File: config.mk
export PLATFORM = sky130hd
export DESIGN_NAME = off_chip_link_gen_flat
export DESIGN_NICKNAME = d
export VERILOG_FILES = /design/src/rtl/off_chip_link_gen_pkg.sv /design/src/rtl/off_chip_link_gen_if.sv /design/src/rtl/off_chip_link_gen_flit_fifo.sv /design/src/rtl/off_chip_link_gen.sv /design/src/flat_wrapper.sv
export SDC_FILE = /design/constraint.sdc
export NUM_CORES = 1
export LEC_CHECK = 0
export ABC_AREA = 1
export BUFFER_PORTS_ARGS = -buffer_cell sky130_fd_sc_hd__buf_2
export CAP_MARGIN = 20
export CORE_MARGIN = 2
export CORE_UTILIZATION = 55
export DETAILED_ROUTE_END_ITERATION = 10
export PLACE_DENSITY = 0.85
export SKIP_LAST_GASP = 1
export SYNTH_ARGS = -nofsm -noshare
export SYNTH_HDL_FRONTEND = slang
export SYNTH_SLANG_ARGS = --single-unit
export TNS_END_PERCENT = 5
File: constraint.sdc
create_clock -name clk -period 5.77 [get_ports clk]
set_clock_uncertainty 0.1 [all_clocks]
set_input_delay 0.8655 -clock clk [delete_from_list [all_inputs] [get_ports clk]]
set_output_delay 0.8655 -clock clk [all_outputs]
set_load 0.05 [all_outputs]
File: src/rtl/off_chip_link_gen_pkg.sv
// Shared types and width helpers for the off-chip link generator.
// Widths are derived through constant functions so each instance can size itself from its own parameters.
package off_chip_link_pkg;

   typedef enum logic [0:0] {
      IDLE = 1'b0,
      SEND = 1'b1
   } tx_state_e;

   function automatic int calc_nflit(input int data_w, input int flit_w);
      return data_w / flit_w;
   endfunction

   function automatic int calc_half(input int flit_w);
      return flit_w / 2;
   endfunction

   // Extra wrap bit distinguishes full from empty.
   function automatic int calc_ptr_w(input int depth);
      return $clog2(depth) + 1;
   endfunction

   function automatic int calc_cred_w(input int depth);
      return $clog2(depth + 1);
   endfunction

   function automatic int calc_idx_w(input int n);
      return (n > 1) ? $clog2(n) : 1;
   endfunction

endpackage

File: src/rtl/off_chip_link_gen_if.sv
// Producer/consumer-facing bundle of the off-chip link: word in, word out, credit view.
interface off_chip_link_gen_if #(
   parameter int DATA_W = 64,
   parameter int DEPTH  = 8
);
   logic                       scramble_en;
   logic [DATA_W-1:0]          data_in;
   logic                       valid_in;
   logic                       ready_in;
   logic [DATA_W-1:0]          data_out;
   logic                       valid_out;
   logic                       ready_out;
   logic [$clog2(DEPTH+1)-1:0] credits;

   modport master (
      output scramble_en, data_in, valid_in, ready_out,
      input  ready_in, data_out, valid_out, credits
   );

   modport slave (
      input  scramble_en, data_in, valid_in, ready_out,
      output ready_in, data_out, valid_out, credits
   );
endinterface

File: src/rtl/off_chip_link_gen_flit_fifo.sv
// Flit FIFO: registered write, combinational read, only the pointers are reset.
module link_flit_fifo
   import off_chip_link_pkg::*;
#(
   parameter int DEPTH  = 8,
   parameter int FLIT_W = 32
) (
   input  logic              clk,
   input  logic              rst,
   input  logic              wr_en,
   input  logic [FLIT_W-1:0] wr_data,
   input  logic              rd_en,
   output logic [FLIT_W-1:0] rd_data,
   output logic              empty
);
   localparam int PW = calc_ptr_w(DEPTH);
   localparam int AW = PW - 1;

   logic [FLIT_W-1:0] mem [DEPTH];
   logic [PW-1:0]     wr_ptr, rd_ptr;
   logic              full, do_wr, do_rd;

   assign empty   = (wr_ptr == rd_ptr);
   assign full    = (wr_ptr[AW] != rd_ptr[AW]) && (wr_ptr[AW-1:0] == rd_ptr[AW-1:0]);
   assign do_wr   = wr_en && !full;
   assign do_rd   = rd_en && !empty;
   assign rd_data = mem[rd_ptr[AW-1:0]];

   always_ff @(posedge clk) begin
      if (rst) begin
         wr_ptr <= '0;
         rd_ptr <= '0;
      end else begin
         if (do_wr) wr_ptr <= wr_ptr + PW'(1);
         if (do_rd) rd_ptr <= rd_ptr + PW'(1);
      end
   end

   always_ff @(posedge clk) begin
      if (do_wr) mem[wr_ptr[AW-1:0]] <= wr_data;
   end

endmodule

File: src/rtl/off_chip_link_gen.sv
// Wide-word link: TX splits words into flits, flits cross a credit-controlled FIFO,
// RX reassembles them. NFLIT >= 2 and DEPTH >= 2 are assumed.
module off_chip_link_gen
   import off_chip_link_pkg::*;
#(
   parameter int DATA_W     = 64,
   parameter int FLIT_W     = 32,
   parameter int DEPTH      = 8,
   parameter int CREDIT_LAT = 2
) (
   input logic               clk,
   input logic               rst,
   off_chip_link_gen_if.slave lnk
);
   localparam int NFLIT = calc_nflit(DATA_W, FLIT_W);
   localparam int H     = calc_half(FLIT_W);
   localparam int KW    = calc_idx_w(NFLIT);
   localparam int CW    = calc_cred_w(DEPTH);
   localparam logic [KW-1:0] K_LAST   = KW'(NFLIT - 1);
   localparam logic [CW-1:0] CRED_MAX = CW'(DEPTH);

   tx_state_e                    state;
   logic [DATA_W-1:0]            word_q;
   logic [KW-1:0]                k_q;
   logic                         rdy_q;
   logic [CW-1:0]                cred_q;
   logic [CREDIT_LAT-1:0]        cred_pipe;
   logic                         cred_ret;
   logic [NFLIT-1:0][FLIT_W-1:0] tx_flit;
   logic                         fifo_wr, fifo_empty, accept;
   logic [FLIT_W-1:0]            fifo_wdata, fifo_rdata;

   logic [KW-1:0]                krx_q;
   logic [NFLIT-2:0][FLIT_W-1:0] slot_q;
   logic [NFLIT-1:0][FLIT_W-1:0] rx_flit;
   logic [DATA_W-1:0]            scr_word, pln_word, rx_word, dout_q;
   logic                         vout_q, out_free, rx_pop;

   // Per-lane forward and inverse flit mapping.
   for (genvar g = 0; g < NFLIT; g++) begin : g_lane
      assign tx_flit[g] = lnk.scramble_en
                        ? {word_q[DATA_W/2 + g*H +: H], word_q[g*H +: H]}
                        : word_q[g*FLIT_W +: FLIT_W];
      if (g < NFLIT - 1) begin : g_slot
         assign rx_flit[g] = slot_q[g];
      end else begin : g_head
         assign rx_flit[g] = fifo_rdata;
      end
      assign scr_word[DATA_W/2 + g*H +: H] = rx_flit[g][FLIT_W-1:H];
      assign scr_word[g*H +: H]            = rx_flit[g][H-1:0];
      assign pln_word[g*FLIT_W +: FLIT_W]  = rx_flit[g];
   end

   assign rx_word    = lnk.scramble_en ? scr_word : pln_word;
   assign accept     = lnk.valid_in && rdy_q;
   assign fifo_wr    = (state == SEND) && (cred_q != '0);
   assign fifo_wdata = tx_flit[k_q];

   always_ff @(posedge clk) begin
      if (rst) begin
         state  <= IDLE;
         rdy_q  <= 1'b0;
         k_q    <= '0;
         word_q <= '0;
      end else begin
         case (state)
            IDLE: begin
               rdy_q <= 1'b1;
               if (accept) begin
                  word_q <= lnk.data_in;
                  k_q    <= '0;
                  rdy_q  <= 1'b0;
                  state  <= SEND;
               end
            end
            SEND: begin
               if (fifo_wr) begin
                  if (k_q == K_LAST) begin
                     k_q   <= '0;
                     rdy_q <= 1'b1;
                     state <= IDLE;
                  end else begin
                     k_q <= k_q + KW'(1);
                  end
               end
            end
            default: state <= IDLE;
         endcase
      end
   end

   // Each pop travels CREDIT_LAT stages before it is given back to TX.
   assign cred_ret = cred_pipe[CREDIT_LAT-1];

   always_ff @(posedge clk) begin
      if (rst) begin
         cred_q    <= CRED_MAX;
         cred_pipe <= '0;
      end else begin
         cred_pipe[0] <= rx_pop;
         for (int i = 1; i < CREDIT_LAT; i++) cred_pipe[i] <= cred_pipe[i-1];
         case ({fifo_wr, cred_ret})
            2'b10:   cred_q <= cred_q - CW'(1);
            2'b01:   cred_q <= cred_q + CW'(1);
            default: cred_q <= cred_q;
         endcase
      end
   end

   link_flit_fifo #(
      .DEPTH (DEPTH),
      .FLIT_W(FLIT_W)
   ) u_fifo (
      .clk    (clk),
      .rst    (rst),
      .wr_en  (fifo_wr),
      .wr_data(fifo_wdata),
      .rd_en  (rx_pop),
      .rd_data(fifo_rdata),
      .empty  (fifo_empty)
   );

   // The last flit is only taken when the output register can accept the word.
   assign out_free = !vout_q || lnk.ready_out;
   assign rx_pop   = !fifo_empty && ((krx_q != K_LAST) || out_free);

   always_ff @(posedge clk) begin
      if (rst) begin
         krx_q  <= '0;
         slot_q <= '0;
         vout_q <= 1'b0;
         dout_q <= '0;
      end else begin
         if (vout_q && lnk.ready_out) vout_q <= 1'b0;
         if (rx_pop) begin
            if (krx_q == K_LAST) begin
               krx_q  <= '0;
               dout_q <= rx_word;
               vout_q <= 1'b1;
            end else begin
               slot_q[krx_q] <= fifo_rdata;
               krx_q         <= krx_q + KW'(1);
            end
         end
      end
   end

   assign lnk.ready_in  = rdy_q;
   assign lnk.data_out  = dout_q;
   assign lnk.valid_out = vout_q;
   assign lnk.credits   = cred_q;

endmodule

File: src/flat_wrapper.sv
// flat-port wrapper written by rule: the top's interface ports become plain ports
module off_chip_link_gen_flat import off_chip_link_pkg::*;
#(
   parameter int DATA_W     = 64,
   parameter int FLIT_W     = 32,
   parameter int DEPTH      = 8,
   parameter int CREDIT_LAT = 2
)
  (clk, rst, lnk_scramble_en, lnk_data_in, lnk_valid_in, lnk_ready_out, lnk_ready_in, lnk_data_out, lnk_valid_out, lnk_credits);
  off_chip_link_gen_if #(.DATA_W(DATA_W), .DEPTH(DEPTH)) lnk_i ();
  input logic clk;
  input logic rst;
  input wire logic [$bits(lnk_i.scramble_en)-1:0] lnk_scramble_en;
  input wire logic [$bits(lnk_i.data_in)-1:0] lnk_data_in;
  input wire logic [$bits(lnk_i.valid_in)-1:0] lnk_valid_in;
  input wire logic [$bits(lnk_i.ready_out)-1:0] lnk_ready_out;
  output wire logic [$bits(lnk_i.ready_in)-1:0] lnk_ready_in;
  output wire logic [$bits(lnk_i.data_out)-1:0] lnk_data_out;
  output wire logic [$bits(lnk_i.valid_out)-1:0] lnk_valid_out;
  output wire logic [$bits(lnk_i.credits)-1:0] lnk_credits;
  assign lnk_i.scramble_en = lnk_scramble_en;
  assign lnk_i.data_in = lnk_data_in;
  assign lnk_i.valid_in = lnk_valid_in;
  assign lnk_i.ready_out = lnk_ready_out;
  assign lnk_ready_in = lnk_i.ready_in;
  assign lnk_data_out = lnk_i.data_out;
  assign lnk_valid_out = lnk_i.valid_out;
  assign lnk_credits = lnk_i.credits;
  off_chip_link_gen #(.DATA_W(DATA_W), .FLIT_W(FLIT_W), .DEPTH(DEPTH), .CREDIT_LAT(CREDIT_LAT)) u_core (.clk(clk), .rst(rst), .lnk(lnk_i));
endmodule
# [Word-level counts from Yosys, hierarchy flattened]
# Memories as Yosys holds them, arrays and structs flattened. A register that Yosys moved wholly into a read port is not among the register bits.
# Index checks and enable logic that the tools add are counted.
[op_classes] addsub=6 order_cmp=3 n_eq_ne=8 muxes=28 bitwise=2 n_reduce_logical=20
[ops] op="32-bit 2-to-1 mux" count=4
[ops] op="48-bit 2-to-1 mux" count=1
[ops] op="32-bit bitwise mux" count=1
[ops] op="16-bit 2-to-1 mux" count=1
[ops] op="1-bit 2-to-1 mux" count=15
[ops] op="4-bit by 1-bit adder with 4-bit output, second input constant" count=3
[ops] op="2-bit AND reduction" count=5
[ops] op="1-bit logical AND" count=8
[ops] op="4-bit case mux with 2 select lines" count=1
[ops] op="3-bit 2-to-1 mux" count=2
[ops] op="1-bit case mux with 2 select lines" count=3
[ops] op="4-bit equality test" count=1
[ops] op="2-bit inequality test, second input constant" count=2
[ops] op="4-bit nonzero test" count=1
[ops] op="4-bit by 1-bit subtractor with 4-bit output, second input constant" count=1
[ops] op="3-bit equality test" count=1
[ops] op="1-bit zero test" count=3
[ops] op="1-bit adder, second input constant" count=2
[ops] op="2-bit by 1-bit equality test with 1-bit output, second input constant" count=1
[ops] op="2-bit equality test, second input constant" count=1
[ops] op="1-bit logical OR" count=2
[ops] op="1-bit by 2-bit < comparator with 1-bit output, second input constant" count=1
[ops] op="2-bit by 1-bit inequality test with 1-bit output, second input constant" count=1
[ops] op="1-bit NOT" count=2
[ops] op="4 further kinds" count=4
[totals] register_bits=179 ramBits=256 input_bits=69 output_inout_bits=70 word_cells=80 mem_count=1
[mem_list] memory="u_core.u_fifo.mem" words=8 width=32 rd=1 rd_ports_with_merged_regs=1 wr=1 line="off_chip_link_gen_flit_fifo.sv:19" text="logic [FLIT_W-1:0] mem [DEPTH];"

# [Depth between registers and ports, before layout]
[logic_depth] ltp_word=7 mapped_depth=14

# [Modules after synthesis]
# Synthesis repeated with hierarchy kept, for this count alone.
[unflattened] cells_unflattened=1858 area_unflattened_um2=17693.2
[by_module_without_submodules] module="link_flit_fifo" n_inst=1 cells_each=887 area_per_inst_um2=10635.2 seq_area_each_um2=7907.6
[by_module_without_submodules] module="off_chip_link_gen" n_inst=1 cells_each=971 area_per_inst_um2=7058.0 seq_area_each_um2=3423.3

# [Worst setup path before layout]
# OpenSTA, ideal clock, no wires.
[synth_timing] kind="flip-flop to flip-flop" startpoint="register u_core.cred_q[1] (netlist: u_core.lnk.credits[1])" endpoint="memory u_core.u_fifo.mem[0][0] (enable)" setup_time_ps=421 t_arrival_ps=2731 required_ps=5249 path_slack_ps=2518 path_stages_with_launch=9 n_path_buf=0 synth_period_minus_slack_ps=3252 path_cell_list="dfxtp_1 > inv_1 > nand3_1 > nand2_1 > inv_1 > nand2_1 > inv_1 > nand2_1 > nor2_1"
[synth_via] elab_chain_cells=5
[synth_rtl] element="start: declaration" line="off_chip_link_gen.sv:26" text="logic [CW-1:0] cred_q;"
[synth_rtl] element="start signal: assignment" line="off_chip_link_gen.sv:103" text="2'b10: cred_q <= cred_q - CW'(1);"
[synth_rtl] element="start signal: assignment" line="off_chip_link_gen.sv:104" text="2'b01: cred_q <= cred_q + CW'(1);"
[synth_rtl] element="start signal: assignment" line="off_chip_link_gen.sv:105" text="default: cred_q <= cred_q;"
[synth_rtl] element="4-bit nonzero test" line="off_chip_link_gen.sv:56" text="assign fifo_wr = (state == SEND) && (cred_q != '0);"
[synth_rtl] element="1-bit logical AND" line="off_chip_link_gen.sv:56"
[synth_rtl] element="1-bit logical AND" line="off_chip_link_gen_flit_fifo.sv:25" text="assign do_wr = wr_en && !full;"
[synth_rtl] element="1-bit 2-to-1 mux" line="off_chip_link_gen_flit_fifo.sv:40" text="if (do_wr) mem[wr_ptr[AW-1:0]] <= wr_data;"
[synth_rtl] element="1-bit 2-to-1 mux (not written as such)" line="off_chip_link_gen_flit_fifo.sv:40"
[synth_rtl] element="end: declaration" line="off_chip_link_gen_flit_fifo.sv:19"
# No other way between the ends.

# [Worst setup path in the final report]
[layout_timing] startpoint="register u_core.u_fifo.wr_ptr[2]" endpoint="register u_core.dout_q[57] (netlist: u_core.lnk.data_out[57])"
[layout_via] elab_chain_cells=4
[layout_rtl] element="start: declaration" line="off_chip_link_gen_flit_fifo.sv:20" text="logic [PW-1:0] wr_ptr, rd_ptr;"
[layout_rtl] element="start signal: assignment" line="off_chip_link_gen_flit_fifo.sv:34" text="if (do_wr) wr_ptr <= wr_ptr + PW'(1);"
[layout_rtl] element="4-bit equality test" line="off_chip_link_gen_flit_fifo.sv:23" text="assign empty = (wr_ptr == rd_ptr);"
[layout_rtl] element="1-bit zero test" line="off_chip_link_gen.sv:125" text="assign rx_pop = !fifo_empty && ((krx_q != K_LAST) || out_free);"
[layout_rtl] element="1-bit logical AND" line="off_chip_link_gen.sv:125"
[layout_rtl] element="2-bit AND reduction (no line)"
[layout_rtl] element="end signal: assignment" line="off_chip_link_gen.sv:138" text="dout_q <= rx_word;"
[layout_rtl] element="end: declaration" line="off_chip_link_gen.sv:36" text="logic [DATA_W-1:0] scr_word, pln_word, rx_word, dout_q;"
# No other way between the ends.
# A chain may end at the register's enable or synchronous reset.

==> run summary <==
CTS tree: done
f_max: 328 MHz
post-synthesis cell type count: 27
final core utilization: 0.632
worst-margin pin slew: 1.08 ns
total of max-cap violations: 0
EDFF count, synth: 256
Placed Cells incl. Taps: 2,683
Inserted Diodes: 0
Worst Path Required: 6.08 ns
initial antenna violation count: 0
worst-skew pair later-pin latency: 0.56 ns
first-pass GRT wire length: 74.1 mm
pre-CTS setup slack: 2.57 ns
RSZ-0062 raised after global routing: no
post-synth top area cell: edfxtp_1
most frequent cell after synthesis: nand2_1
post_cts resized: 0
Pins Over Slew Limit: 0
Total Routed Length: 47.9 mm
Area after DPL: 19,600 um^2
main area contributors after synthesis: edfxtp_1 41%, dfxtp_1 19%, nand2_1 10%
sequential-to-total area share from yosys stat: 0.605
Final TNS setup: 0 ns
post-synthesis net count: 2,284
Post-Syn Instances: 2,209
TritonCTS Buffers: 44
Worst Hold Class: reg -> reg
GR Overflow Total: 0
nets@finish: 2,358
io pins: 139
final critical-path required period: 3.05 ns
nature of the critical path startpoint: flip-flop
async set-reset flop share out of synthesis: 0
Post-DRT Antenna Nets: 0
Yosys reg bits: 438
Area Overhead vs Synth: 13.2%
DR pass1 iterations: 8
Data arrival, critical path: 3.36 ns
Post-CTS Setup Bufs: 0
via count: 15,200
critical path peak fanout: 81
CTS Sinks: 438
Final GP Congestion: 0.894
Via density: 5.50
maximum vdd drop: 0.281 mV
final hold vios: 0
layout cell share with drive strength beyond 1: 0.112
core area: 33,500 um^2
clock slew at reported path FFs: 0.06 ns
initial core utilization: 0.559
Hold Buf Count CTS: 0
total die area: 35,600 um^2
Avg WL per Cell: 17.3 um
run status: completed
vias in the first global route: 14,200
crit share post-route: 0.528
HPWL after detailed placement: 28.6 mm
Synth top area share: 0.410
Mean Syn Cell Area: 8.48 um^2
Cell Area, Synth: 18,700 um^2
setup ws final: 2.72 ns
Power Density: 446 nW/um^2
post-route cell area: 21,200 um^2
prevailing post-synth register cell: edfxtp_1
clk buf depth: 3
CTS root buf: clkbuf_16
largest net degree at the start of global routing: 116
Die Y: 189 um
number of DRC markers in iteration 0: 1,804
Worst Setup Path Type: reg -> reg
Die Width: 189 um
H-tree Lvls: 2
I/O Buffers: 138
YS warnings: 0
Site Rows: 67
Leak: 0.00913 uW
Slew headroom: 0.277
Non-Filler Instances: 2,767
final setup fails: 0
Setup crit end kind: flip-flop
most frequent cells after synthesis: 517 x nand2_1, 496 x nor2_1, 256 x edfxtp_1
gr usage total: 0.266
DR DRC count: 0
layout by cell type, fill, tap and decap left out, drive strengths merged, types with 48 or more instances in the layout:
cell	n
edfxtp	256
inv	228
nand3	105
nand2	519
o21ai	157
buf	161
clkbuf	70
a21oi	66
nor2	498
nand4	48
dfxtp	182
cell families (layout without fill, tap and decap cells):
family,count (synthesis),after routing,share of synthesized area
buffers and inverters,362,472,0.0775
AND/OR/NAND/NOR,1172,1172,0.250
adder cells (fa/ha/maj),6,6,0.00441
XOR/XNOR,6,6,0.00280
flip-flops,438,438,0.605
AO/OA/AOI/OAI,225,225,0.0604
worst paths after layout:
check | start | end | slack [ns] | cells after the start
worst max-delay path | u_core.u_fifo.wr_ptr[2]$_SDFFE_PP0P_ | u_core.lnk.data_out[57]$_SDFFE_PP0P_ | 2.72 | 7
worst min-delay path | u_core.cred_pipe[0]$_SDFF_PP0_ | u_core.cred_pipe[1]$_SDFF_PP0_ | 0.30 | 2
worst min register to register | u_core.cred_pipe[0]$_SDFF_PP0_ | u_core.cred_pipe[1]$_SDFF_PP0_ | 0.30 | 2
worst max register to register | u_core.u_fifo.wr_ptr[2]$_SDFFE_PP0P_ | u_core.lnk.data_out[57]$_SDFFE_PP0P_ | 2.72 | 7
where the power goes:
part	internal (uW)	leakage, uW	switching, uW
logic	676	0.00452	1970
registers	3640	0.00385	253
clock network	1740	0.000762	1190
total	6050	0.00913	3410
layout make-up:
type                            count  area, um^2
Fill cell                        2599       12300
Sequential cell                   438       11300
Inverter                          229         861
Tap cell                          448         561
Clock inverter                     12         124
Timing Repair Buffer              161         896
Multi-Input combinational cell   1409        6020
Clock buffer                       70        1410
layer usage:
| metal | global-route usage | routed length [um] |
|---|---|---|
| met3 | 0.0425 | 5450 |
| met4 | 0.132 | 2180 |
| met5 | 0 | 0 |
| met1 | 0.360 | 18800 |
| met2 | 0.420 | 21500 |
worst max-delay path, stage by stage, from the launching register on:
cell	delay [ns]
dfxtp_1	0.47
nand2_1	0.09
nand2_1	0.10
nor2_2	0.06
nand2_4	0.44
nand3_4	0.82
nor2_1	0.67
nor2_1	0.09
through the flow:
step	total power, uW	hold WS, ns
finish	9460	0.298
global placement	6420	0.297
detailed placement	6500	0.295
global route	9900	0.314
floorplan	5840	0.288
CTS	9420	0.302
state kept, by name, indices dropped and copies added, names as in the netlist, named ones only:
name,flops
u_core.u_fifo.mem,256
u_core.lnk.data_out,64
u_core.word_q,64
u_core.slot_q,32
u_core.lnk.credits,4
u_core.u_fifo.rd_ptr,4
u_core.u_fifo.wr_ptr,4
u_core.cred_pipe,2
u_core.k_q,1
u_core.krx_q,1
u_core.lnk.ready_in,1
u_core.lnk.valid_out,1
u_core.state,1
(Power assumes the default switching activity.)
